### config.mk
export PLATFORM = sky130hd
export DESIGN_NAME = mux_select_arbiter
export DESIGN_NICKNAME = d
export VERILOG_FILES = /design/src/rtl/mux_select_arbiter.sv
export SDC_FILE = /design/constraint.sdc
export NUM_CORES = 1
export LEC_CHECK = 0
export ABC_AREA = 1
export BUFFER_PORTS_ARGS = -buffer_cell sky130_fd_sc_hd__buf_2
export CAP_MARGIN = 25
export CORE_MARGIN = 8
export CORE_UTILIZATION = 28
export CTS_CLUSTER_DIAMETER = 80
export DETAILED_ROUTE_END_ITERATION = 10
export GPL_TIMING_DRIVEN = 0
export PLACE_DENSITY = 0.54
export REMOVE_ABC_BUFFERS = 1
export SLEW_MARGIN = 15
export SYNTH_ARGS = -nofsm -noshare
export SYNTH_HDL_FRONTEND = slang
export SYNTH_SLANG_ARGS = --single-unit
### constraint.sdc
create_clock -name clk -period 2.15 [get_ports clk]
set_input_delay 0.1075 -clock clk [delete_from_list [all_inputs] [get_ports clk]]
set_output_delay 0.1075 -clock clk [all_outputs]
set_load 0.05 [all_outputs]
### src/rtl/mux_select_arbiter.sv
// Round-robin arbiter for sources A/B/C that drives the 3:1 mux select pair.
// Grants last up to MAX_HOLD cycles; all outputs are registered.
module mux_select_arbiter #(
  parameter int MAX_HOLD = 4,
  parameter int CNT_W    = 3
) (
  input  logic       clk,
  input  logic       rst,
  input  logic       req_a,
  input  logic       req_b,
  input  logic       req_c,
  output logic [2:0] gnt,
  output logic       grant_vld,
  output logic       sel1,
  output logic       sel2
);

  localparam logic [1:0] IDLE  = 2'd0;
  localparam logic [1:0] GNT_A = 2'd1;
  localparam logic [1:0] GNT_B = 2'd2;
  localparam logic [1:0] GNT_C = 2'd3;

  // Source indices double as the mux select code: A=00, B=01, C=10.
  localparam logic [1:0] SRC_A = 2'd0;
  localparam logic [1:0] SRC_B = 2'd1;
  localparam logic [1:0] SRC_C = 2'd2;

  localparam logic [CNT_W-1:0] HOLD_LAST = CNT_W'(MAX_HOLD - 1);

  logic [1:0]       r_state;
  logic [CNT_W-1:0] r_hold_cnt;
  logic [1:0]       r_last;

  logic [1:0]       w_state_next;
  logic [CNT_W-1:0] w_hold_cnt_next;
  logic [1:0]       w_last_next;
  logic [2:0]       w_req;
  logic [1:0]       w_cur_src;
  logic             w_cur_req;
  logic             w_release;

  // Pick the first requester after 'last' in A->B->C->A order; IDLE if none.
  function automatic logic [1:0] rr_pick(input logic [2:0] req, input logic [1:0] last);
    logic [1:0] first;
    logic [1:0] second;
    logic [1:0] third;
    case (last)
      SRC_A:   begin first = SRC_B; second = SRC_C; third = SRC_A; end
      SRC_B:   begin first = SRC_C; second = SRC_A; third = SRC_B; end
      default: begin first = SRC_A; second = SRC_B; third = SRC_C; end
    endcase
    if (req[first])       rr_pick = first + 2'd1;
    else if (req[second]) rr_pick = second + 2'd1;
    else if (req[third])  rr_pick = third + 2'd1;
    else                  rr_pick = IDLE;
  endfunction

  assign w_req     = {req_c, req_b, req_a};
  assign w_cur_src = r_state - 2'd1;

  always_comb begin
    w_cur_req = 1'b0;
    case (r_state)
      GNT_A:   w_cur_req = req_a;
      GNT_B:   w_cur_req = req_b;
      GNT_C:   w_cur_req = req_c;
      default: w_cur_req = 1'b0;
    endcase
  end

  assign w_release = (r_state != IDLE) && (!w_cur_req || (r_hold_cnt == HOLD_LAST));

  always_comb begin
    w_state_next    = r_state;
    w_hold_cnt_next = r_hold_cnt + 1'b1;
    w_last_next     = r_last;
    if (r_state == IDLE) begin
      w_hold_cnt_next = '0;
      w_state_next    = rr_pick(w_req, r_last);
    end else if (w_release) begin
      // Picking after the releasing source makes it lowest priority, and
      // re-grants it only when it is the sole requester.
      w_hold_cnt_next = '0;
      w_last_next     = w_cur_src;
      w_state_next    = rr_pick(w_req, w_cur_src);
    end
  end

  always_ff @(posedge clk) begin
    if (rst) begin
      r_state    <= IDLE;
      r_hold_cnt <= '0;
      r_last     <= SRC_C;
      gnt        <= 3'b000;
      grant_vld  <= 1'b0;
      sel1       <= 1'b0;
      sel2       <= 1'b0;
    end else begin
      r_state    <= w_state_next;
      r_hold_cnt <= w_hold_cnt_next;
      r_last     <= w_last_next;
      grant_vld  <= (w_state_next != IDLE);
      case (w_state_next)
        GNT_A:   gnt <= 3'b001;
        GNT_B:   gnt <= 3'b010;
        GNT_C:   gnt <= 3'b100;
        default: gnt <= 3'b000;
      endcase
      // Selects hold through idle so the mux output does not glitch.
      if (w_state_next != IDLE) begin
        {sel1, sel2} <= w_state_next - 2'd1;
      end
    end
  end

endmodule

# ---- Word level (Yosys, flattened, before mapping)
# Index checks and enable logic that the tools add are counted.
dict set report totals {
  reg_bits 13
  word_cells 79
  output_inout_bits 6
}
dict set report op_classes {
  n_eq_ne 9
  n_addsub 9
  n_bitwise 1
  n_mux 37
  n_reduce_logical 10
  magnitude_cmp 6
}
# op n
set ops {}
lappend ops {{$mux W2} 17}
lappend ops {{$pmux W2 S2} 6}
lappend ops {{$lt A2 B3 Y1 const B} 6}
lappend ops {{$add A2 B1 Y2 const B} 6}
lappend ops {{$bmux W1 S2} 6}
lappend ops {{$pmux W3 S3} 1}
lappend ops {{$eq A2 B1 Y1 const B} 4}
lappend ops {{$eq A2 B2 Y1 const B} 4}
lappend ops {{$logic_not A2 Y1} 3}
lappend ops {{$mux W1} 6}
lappend ops {{$reduce_bool A2 Y1} 2}
lappend ops {{$sub A2 B1 Y2 const B} 2}
lappend ops {{$add A3 B1 Y3 const B} 1}
lappend ops {{$eq A3 B2 Y1 const B} 1}
lappend ops {{$pmux W1 S3} 1}
lappend ops {{$reduce_or A3 Y1} 1}
lappend ops {{$reduce_and A2 Y1} 1}
lappend ops {{$logic_and A1 B1 Y1} 1}
lappend ops {{$logic_not A1 Y1} 1}
lappend ops {{$logic_or A1 B1 Y1} 1}
lappend ops {{$not A1 Y1} 1}

# ---- Logic depth before layout (Yosys ltp)
# Gate-level depths: netlist of the first run.
dict set report logic_depth {
  word_depth 16
  mapped_depth 17
  ltp_nobuf 17
}

# ---- Worst setup path before layout of the first run
# Ideal clock, no wire load.
dict set report synth_path {
  kind {register to register}
  from {reg r_state[0]}
  to {reg sel1}
  path_slack_ns 0.159
  synth_period_minus_slack_ns 1.991
  arrival_time_ns 1.876
  path_stages_with_launch 18
  path_cell_list {dfxtp_1 inv_1 ha_1 inv_2 nand2_2 nand3_2 nand3_1 nand2_1 inv_1 nand2_1 nand2_1 nand2_1 nand2_2 inv_2 ha_1 inv_1 a21oi_1 nor2_1}
}
dict set report synth_via {
  elab_chain_cells 13
  word_cells_on_any_way 37
  cone_classes {add/sub (5); eq/ne (4); mux (21); reduce/logical (7)}
}
# element line
set synth_rtl {}
lappend synth_rtl {{start, declared} 30} ;# logic [1:0] r_state;
lappend synth_rtl {{start signal, assigned} 99} ;# r_state <= w_state_next;
lappend synth_rtl {{$sub A2 B1 Y2 (*)} 59} ;# assign w_cur_src = r_state - 2'd1;
lappend synth_rtl {{net w_cur_src[0]} 38} ;# logic [1:0] w_cur_src;
lappend synth_rtl {{$eq A2 B1 Y1 / $logic_not A2 Y1 (equally long branches)} 47} ;# case (last)
lappend synth_rtl {{$pmux W2 S2} 47}
lappend synth_rtl {{$mux W2} 80} ;# end else if (w_release) begin
lappend synth_rtl {{$mux W2} 77} ;# if (r_state == IDLE) begin
lappend synth_rtl {{$bmux W1 S2} 54} ;# else if (req[third]) rr_pick = third + 2'd1;
lappend synth_rtl {{$mux W1 (not written as such)} 54}
lappend synth_rtl {{$mux W2} 54}
lappend synth_rtl {{$mux W2} 53} ;# else if (req[second]) rr_pick = second + 2'd1;
lappend synth_rtl {{$mux W2 (*)} 52} ;# if (req[first]) rr_pick = first + 2'd1;
lappend synth_rtl {{$mux W2 (*)} 80}
lappend synth_rtl {{$mux W2 (*)} 77}
lappend synth_rtl {{net w_state_next[0]} 34} ;# logic [1:0] w_state_next;
lappend synth_rtl {{$sub A2 B1 Y2 / $reduce_bool A2 Y1 (equally long branches)} {111, 110}}
lappend synth_rtl {{end signal, assigned} 111} ;# {sel1, sel2} <= w_state_next - 2'd1;
lappend synth_rtl {{end, declared} 14} ;# output logic sel1,
# Mark *: on every way through the listed nets, which the timed path passes. The rest lies on a longest branch. The select of a mux whose other input is x is not followed.
# A chain may end at the register's enable or synchronous reset.

# ---- Final worst setup path of the first run
# Same ends and word-level chain as after synthesis.

==> results of run 1 <==
-- kinds of logic after synthesis --
group / Yosys count / synth area share
fa+ha+maj: 9 / 0.125
compound gates: 12 / 0.0752
simple gates: 84 / 0.411
flops: 13 / 0.290
buf+inv: 23 / 0.0989
-- Yosys cell counts, types with 2 or more instances --
master,number,area (um^2)
o21ai_0,6,30.0
ha_1,9,113
nand2_1,44,165
nand2_2,5,31.3
inv_2,7,26.3
a21oi_1,4,20.0
nor2_1,17,63.8
nand3_2,2,20.0
nand3_1,13,65.1
nor2_2,2,12.5
inv_1,15,56.3
dfxtp_1,13,260
-- layout by cell type (no fill, tap or decap), types with 2 or more instances in the layout --
cell,count
ha_4,2
a21oi_1,4
buf_4,3
nor2_2,2
nand2_2,5
clkbuf_4,3
nand2_1,44
buf_2,10
inv_2,10
dfxtp_1,11
o21ai_0,6
nand3_1,13
nor2_1,17
ha_1,6
nand3_2,2
inv_1,12
-- state kept, by name, indices dropped and copies added (netlist names) --
signal / flops
r_hold_cnt: 3
r_last: 2
grant_vld: 1
sel2: 1
gnt: 3
r_state: 2
sel1: 1
-- final timing paths --
path                                                from                        to  depth (start not counted)
worst max-delay path               r_state[0]$_SDFF_PP0_         sel1$_SDFFE_PP0P_                         17
worst min-delay path                                 rst     r_state[1]$_SDFF_PP0_                          2
worst max register to register     r_state[0]$_SDFF_PP0_         sel1$_SDFFE_PP0P_                         17
worst min register to register  r_hold_cnt[0]$_SDFF_PP0_  r_hold_cnt[0]$_SDFF_PP0_                          1
-- metal layers --
layer,track usage,part of all wire
met2,0.129,0.50
met3,0.0151,0.034
met5,0,0
met1,0.0893,0.46
met4,0.0267,0.0036
-- layout make-up --
cell class | count | share of cell area
Multi-Input combinational cell | 105 | 0.532
Inverter | 23 | 0.0819
Clock buffer | 4 | 0.0242
Tap cell | 44 | 0.0507
Sequential cell | 13 | 0.245
Timing Repair Buffer | 13 | 0.0669
-- report_power, final --
group | total (uW) | switching [uW] | internal, uW
Combinational | 1290 | 816 | 474
Clock | 152 | 79.7 | 71.8
Sequential | 397 | 64.8 | 332
-- what timing repair did --
| item | in CTS | in global routing |
|---|---|---|
| setup endpoints to repair | 1 | 2 |
| hold buffers | 0 | 0 |
| buffers inserted | 0 | 3 |
| pin swaps | 0 | 2 |
| resized for setup | 3 | 8 |
-- metrics by stage --
step	total power, uW	instance area, um^2	worst slack [ns]	setup TNS [ns]
2_1_floorplan	1340	898	0.159	0
3_3_place_gp	1550	1000	-0.0844	-0.0844
3_5_place_dp	1560	1000	-0.100	-0.100
4_1_cts	1750	1040	0.0362	0
5_1_grt	2050	1080	-0.0102	-0.0102
6_report	1840	1080	0.179	0
==> metrics.md, run 1 <==
| Metric | Value |
|---|---|
| Register Area | `265 um^2` |
| Post-route minimum period | `1.97 ns` |
| Nets@finish | `173` |
| Max incr delay on CP | `slightly below 0.4 ns` |
| Dominant synthesized flop cell | `dfxtp_1` |
| Core area | `0.00305 mm^2` |
| # rows | `20` |
| CTS H-tree depth | `1` |
| Mapped cell area | `~900 um^2` |
| Pin slew with the least headroom to its limit | `between 0.2 and 0.3 ns` |
| Layout cell share with drive strength beyond 1 | `0.272` |
| Largest delay contributor family on the critical path | `simple AND/OR/NAND/NOR gates` |
| Area Overhead vs Synth | `20.8%` |
| CP required | `between 2 and 2.5 ns` |
| Final non-filler cell total | `between 200 and 250` |
| First-pass GRT wire length | `3260 um` |
| Hold slack | `0.0445 ns` |
| # IOs | `11` |
| Final Util | `0.355` |
| Synthesis-stage register bit count | `13` |
| Max Cap Violations | `0` |
| IR drop worst, VDD | `between 800 and 900 uV` |
| # setup viols final | `0` |
| Largest net degree at the start of global routing | `10` |
| Detail Route Antenna Nets | `0` |
| Inserted Clock Buffers | `3` |
| WP buf/inv | `5` |
| Initial Utilization | `0.294` |
| GR Overflow Total | `0` |
| TritonCTS clock tree | `done` |
| Clock tree buffer depth | `2` |
| Fmax | `507 MHz` |
| Fin Clk Skew | `about 0.0035 ns` |
| CTS root buffer | `clkbuf_4` |
| Vias in the first global route | `~800` |
| Clk sinks | `13` |
| Most frequent CP cell | `nand2_1` |
| Initial antenna violation count | `0` |
| Rel. slew slack | `0.822` |
| Setup crit start kind | `flop` |
| CTS clk-pin slew, worst paths | `about 0.08 ns` |
| Avg Inst Size Synth | `about 6.4 um^2` |
| Routed Wire Length | `about 1900 um` |
| Die width | `72.6 um` |
| Final Max Slew Viols | `0` |
| Worst path slowest cell | `dfxtp_4` |
| Status | `finished clean` |
| CP arrival | `around 2.1 ns` |
| # diodes | `0` |
| Fin crit share | `0.917` |
| Cells after DPL | `195` |
| HPWL Detailed | `~1500 um` |
| Crit-path max FO | `6` |
| Yosys warns | `0` |
| Pwr Density | `1690 mW/mm^2` |
| Fin. Hold Viols | `0` |
| Die height | `approximately 73 um` |
| Fillers | `between 300 and 400` |
| Number of synthesized flops with an enable pin | `0` |
| Avg WL per Cell | `9.56 um` |
| Residual DRC count | `0` |
| Reg2reg setup slack | `0.18 ns` |
| Worst-path cell chain | `inv_2 -> ha_4 -> inv_2 -> nand2_2 -> nand3_2 -> nand3_1 -> nand2_1 -> inv_1 -> nand2_1 -> nand2_1 -> nand2_1 -> nand2_2 -> inv_2 -> ha_1 -> inv_1 -> a21oi_1 -> nor2_1` |
| Final Wtd Congestion | `0.770` |
| Seq/Total Area, Yosys | `0.290` |
| Vias | `between 800 and 900` |
| Footprint of the multi-input gates | `about 580 um^2` |
| Drt pass-1 iters | `5` |
| Die area | `between 0.005 and 0.006 mm^2` |
| Netlist cell types | `16` |
| Leak pwr | `roughly 0.00056 uW` |
| IO Port Bufs | `10` |
| Initial drt markers | `12` |
| Clk Latency, worst-skew pair | `around 0.27 ns` |
| Syn Inst Count | `between 100 and 150` |
| GRT Util Overall | `0.0751` |
| Hold crit path type | `input pin to flop` |
| Kind of critical path | `flop to flop` |
| Async SR Flop Fraction | `0` |
| Kind of end point of the critical path | `flop` |
| Vias/cell | `~4.2` |
Note: power is estimated with default switching activity, not from simulation.
==> inputs of run 2 (changes only) <==
--- a/config.mk
+++ b/config.mk
@@ -13,7 +13,6 @@
 export CTS_CLUSTER_DIAMETER = 80
 export DETAILED_ROUTE_END_ITERATION = 10
 export GPL_TIMING_DRIVEN = 0
-export PLACE_DENSITY = 0.54
 export REMOVE_ABC_BUFFERS = 1
 export SLEW_MARGIN = 15
 export SYNTH_ARGS = -nofsm -noshare
==> metrics.md, run 2 (same netlist as run 1, synthesis figures left out) <==
| Metric | Value |
|---|---|
| Status | `finished clean` |
| Initial antenna violation count | `0 (unchanged)` |
| Routed Wire Length | `1820 um (-5.6%)` |
| Drt pass-1 iters | `4 (-1)` |
| Worst path slowest cell | `dfxtp_2` |
| Rel. slew slack | `0.825 (+0.00322)` |
| Final setup TNS | `0 ns (unchanged)` |
| Most frequent CP cell | `nand2_1` |
| Kind of critical path | `flop to flop` |
| IR drop worst, VDD | `766 uV (-9.6%)` |
| Combinational power share | `0.704 (+0.002)` |
| Die height | `72.6 um (unchanged)` |
| Max Cap Violations | `0 (unchanged)` |
| Hold buffer count at CTS | `0 (unchanged)` |
| RSZ-0062 raised after global routing | `no` |
| Psw | `956 uW (-0.45%)` |
| TritonCTS clock tree | `done` |
| Worst-path cell chain | `inv_2 -> ha_4 -> inv_2 -> nand2_2 -> nand3_2 -> nand3_1 -> nand2_1 -> inv_1 -> nand2_1 -> nand2_1 -> nand2_1 -> nand2_2 -> inv_2 -> ha_1 -> inv_1 -> a21oi_1 -> nor2_1` |
| Fin. Hold Viols | `0 (unchanged)` |
| Nets@finish | `173 (unchanged)` |
| GRT Util Overall | `0.0737 (-0.00137)` |
| Crit-path max FO | `6 (unchanged)` |
| Die area | `0.00528 mm^2 (unchanged)` |
| Placed Area | `0.00100 mm^2 (unchanged)` |
| Vias in the first global route | `745 (-7.3%)` |
| CP required | `2.32 ns (about the same)` |
| Switch share | `0.521 (-0.00119)` |
| Final Util | `0.355 (unchanged)` |
| Residual DRC count | `0 (unchanged)` |
| Initial drt markers | `24 (+12)` |
| CP arrival | `2.14 ns (about the same)` |
| Fillers | `346 (-0.86%)` |
| Final Wtd Congestion | `0.849 (+10%)` |
| Largest net degree at the start of global routing | `10 (unchanged)` |
| CTS root buffer | `clkbuf_4` |
| Leak pwr | `0.000564 uW (unchanged)` |
| Cell area after layout | `0.00108 mm^2 (unchanged)` |
| Initial Utilization | `0.294 (unchanged)` |
| Fin crit share | `0.918 (+0.00126)` |
| Layout cell share with drive strength beyond 1 | `0.272 (unchanged)` |
| Clk Latency, worst-skew pair | `0.27 ns (about the same)` |
| Most frequent cells in the layout | `44 x nand2_1, 17 x nor2_1, 13 x nand3_1, 12 x inv_1, 11 x dfxtp_1` |
| Core area | `0.00305 mm^2 (unchanged)` |
| Top Registers | `gnt x3, r_hold_cnt x3` |
| Hold slack | `0.0520 ns (+0.00746 ns)` |
| Setup crit start kind | `flop` |
| Area Overhead vs Synth | `20.8% (unchanged)` |
| # diodes | `0 (unchanged)` |
| Clk sinks | `13 (unchanged)` |
| Vias | `861 (+0.47%)` |
| Die width | `72.6 um (unchanged)` |
| CTS H-tree depth | `1 (unchanged)` |
| Cell Int Power | `878 uW (about the same)` |
| IO Port Bufs | `10 (unchanged)` |
| Sequential Power Share | `0.216 (about the same)` |
| WP buf/inv | `5 (unchanged)` |
| GR Overflow Total | `0 (unchanged)` |
| Fmax | `507 MHz (-0.14%)` |
| Final Max Slew Viols | `0 (unchanged)` |
| Largest delay contributor family on the critical path | `adder cells` |
| Min setup slack post-route | `0.177 ns (-0.00271 ns)` |
| Avg WL per Cell | `9.02 um (-5.6%)` |
| Vias/cell | `4.26 (+0.47%)` |
| Inserted Clock Buffers | `3 (unchanged)` |
| Max incr delay on CP | `0.37 ns (-0.02 ns)` |
| First-pass GRT wire length | `3150 um (-3.2%)` |
| Kind of end point of the critical path | `flop` |
| # rows | `20 (unchanged)` |
| Clock tree buffer depth | `2 (unchanged)` |
| Post-place setup slack | `-0.0883 ns (+0.0120 ns)` |
| Pwr Density | `1690 mW/mm^2 (-0.23%)` |
| CTS clk-pin slew, worst paths | `0.07 ns (about the same)` |
| Clock Power Share | `0.080 (-0.002)` |
| HPWL Detailed | `1450 um (-5.8%)` |
| Hold crit path type | `input pin to flop` |
| Most common cell after layout, fill and taps aside | `nand2_1` |
| Fin Clk Skew | `0.00157 ns (-0.00192 ns)` |
| # IOs | `11 (unchanged)` |
| Detail Route Antenna Nets | `0 (unchanged)` |
| # setup viols final | `0 (unchanged)` |
| Pin slew with the least headroom to its limit | `0.262 ns (-0.00482 ns)` |
| Post-route minimum period | `1.97 ns (+0.00271 ns)` |
run 2: cell counts in the layout (fill, tap and decap cells not counted):
Identical to the previous run, type by type.
run 2: what timing repair did:
action | 4_1_cts | 5_1_grt
resized for setup | 3 | 8
setup endpoints to repair | 1 | 2
setup buffers | 0 | 3
pin swaps | 0 | 2
run 2: layout make-up:
| class | instances | area [um^2] | area share |
|---|---|---|---|
| Clock buffer | 4 | 26.3 | 0.0242 |
| Inverter | 23 | 88.8 | 0.0819 |
| Multi-Input combinational cell | 105 | 577 | 0.532 |
| Sequential cell | 13 | 265 | 0.245 |
| Tap cell | 44 | 55.1 | 0.0507 |
| Timing Repair Buffer | 13 | 72.6 | 0.0669 |
run 2: power groups by stage:
stage	Sequential (uW)	Clock (uW)	Combinational, uW
floorplan	507	0	838
global placement	389	0	1170
detailed placement	390	0	1170
CTS	386	157	1210
global route	409	168	1470
finish	396	147	1290
run 2: worst paths after layout:
check / slack, ns / cells after the start / startpoint / end
max: 0.18 / 17 / r_state[1]$_SDFF_PP0_ / sel1$_SDFFE_PP0P_
min: 0.05 / 2 / rst / r_state[1]$_SDFF_PP0_
max reg2reg: 0.18 / 17 / r_state[1]$_SDFF_PP0_ / sel1$_SDFFE_PP0P_
min reg2reg: 0.43 / 1 / r_hold_cnt[0]$_SDFF_PP0_ / r_hold_cnt[0]$_SDFF_PP0_
run 2: metrics by stage:
stage	power, uW	cells
after global routing	2050	202
after CTS	1750	199
after global placement	1560	195
after detailed placement	1560	195
after floorplan	1340	141
final	1830	202
run 2: worst reg2reg max path: stages, from the launching register on:
cell and delay, ns:
dfxtp_2 0.37, inv_2 0.08, ha_4 0.31, inv_2 0.06, nand2_2 0.05, nand3_2 0.07
nand3_1 0.08, nand2_1 0.05, inv_1 0.04, nand2_1 0.04, nand2_1 0.05, nand2_1 0.06
nand2_2 0.11, inv_2 0.05, ha_1 0.26, inv_1 0.03, a21oi_1 0.10, nor2_1 0.06
run 2: layer usage:
layer  vias up  global-route usage  wire [um]  share of wire
li1        473                   -          -              -
met1       374              0.0886        897           0.49
met2        12               0.113        825           0.45
met3         2              0.0316         89          0.049
met4         0              0.0267          9         0.0049
met5         -                   0          0              0
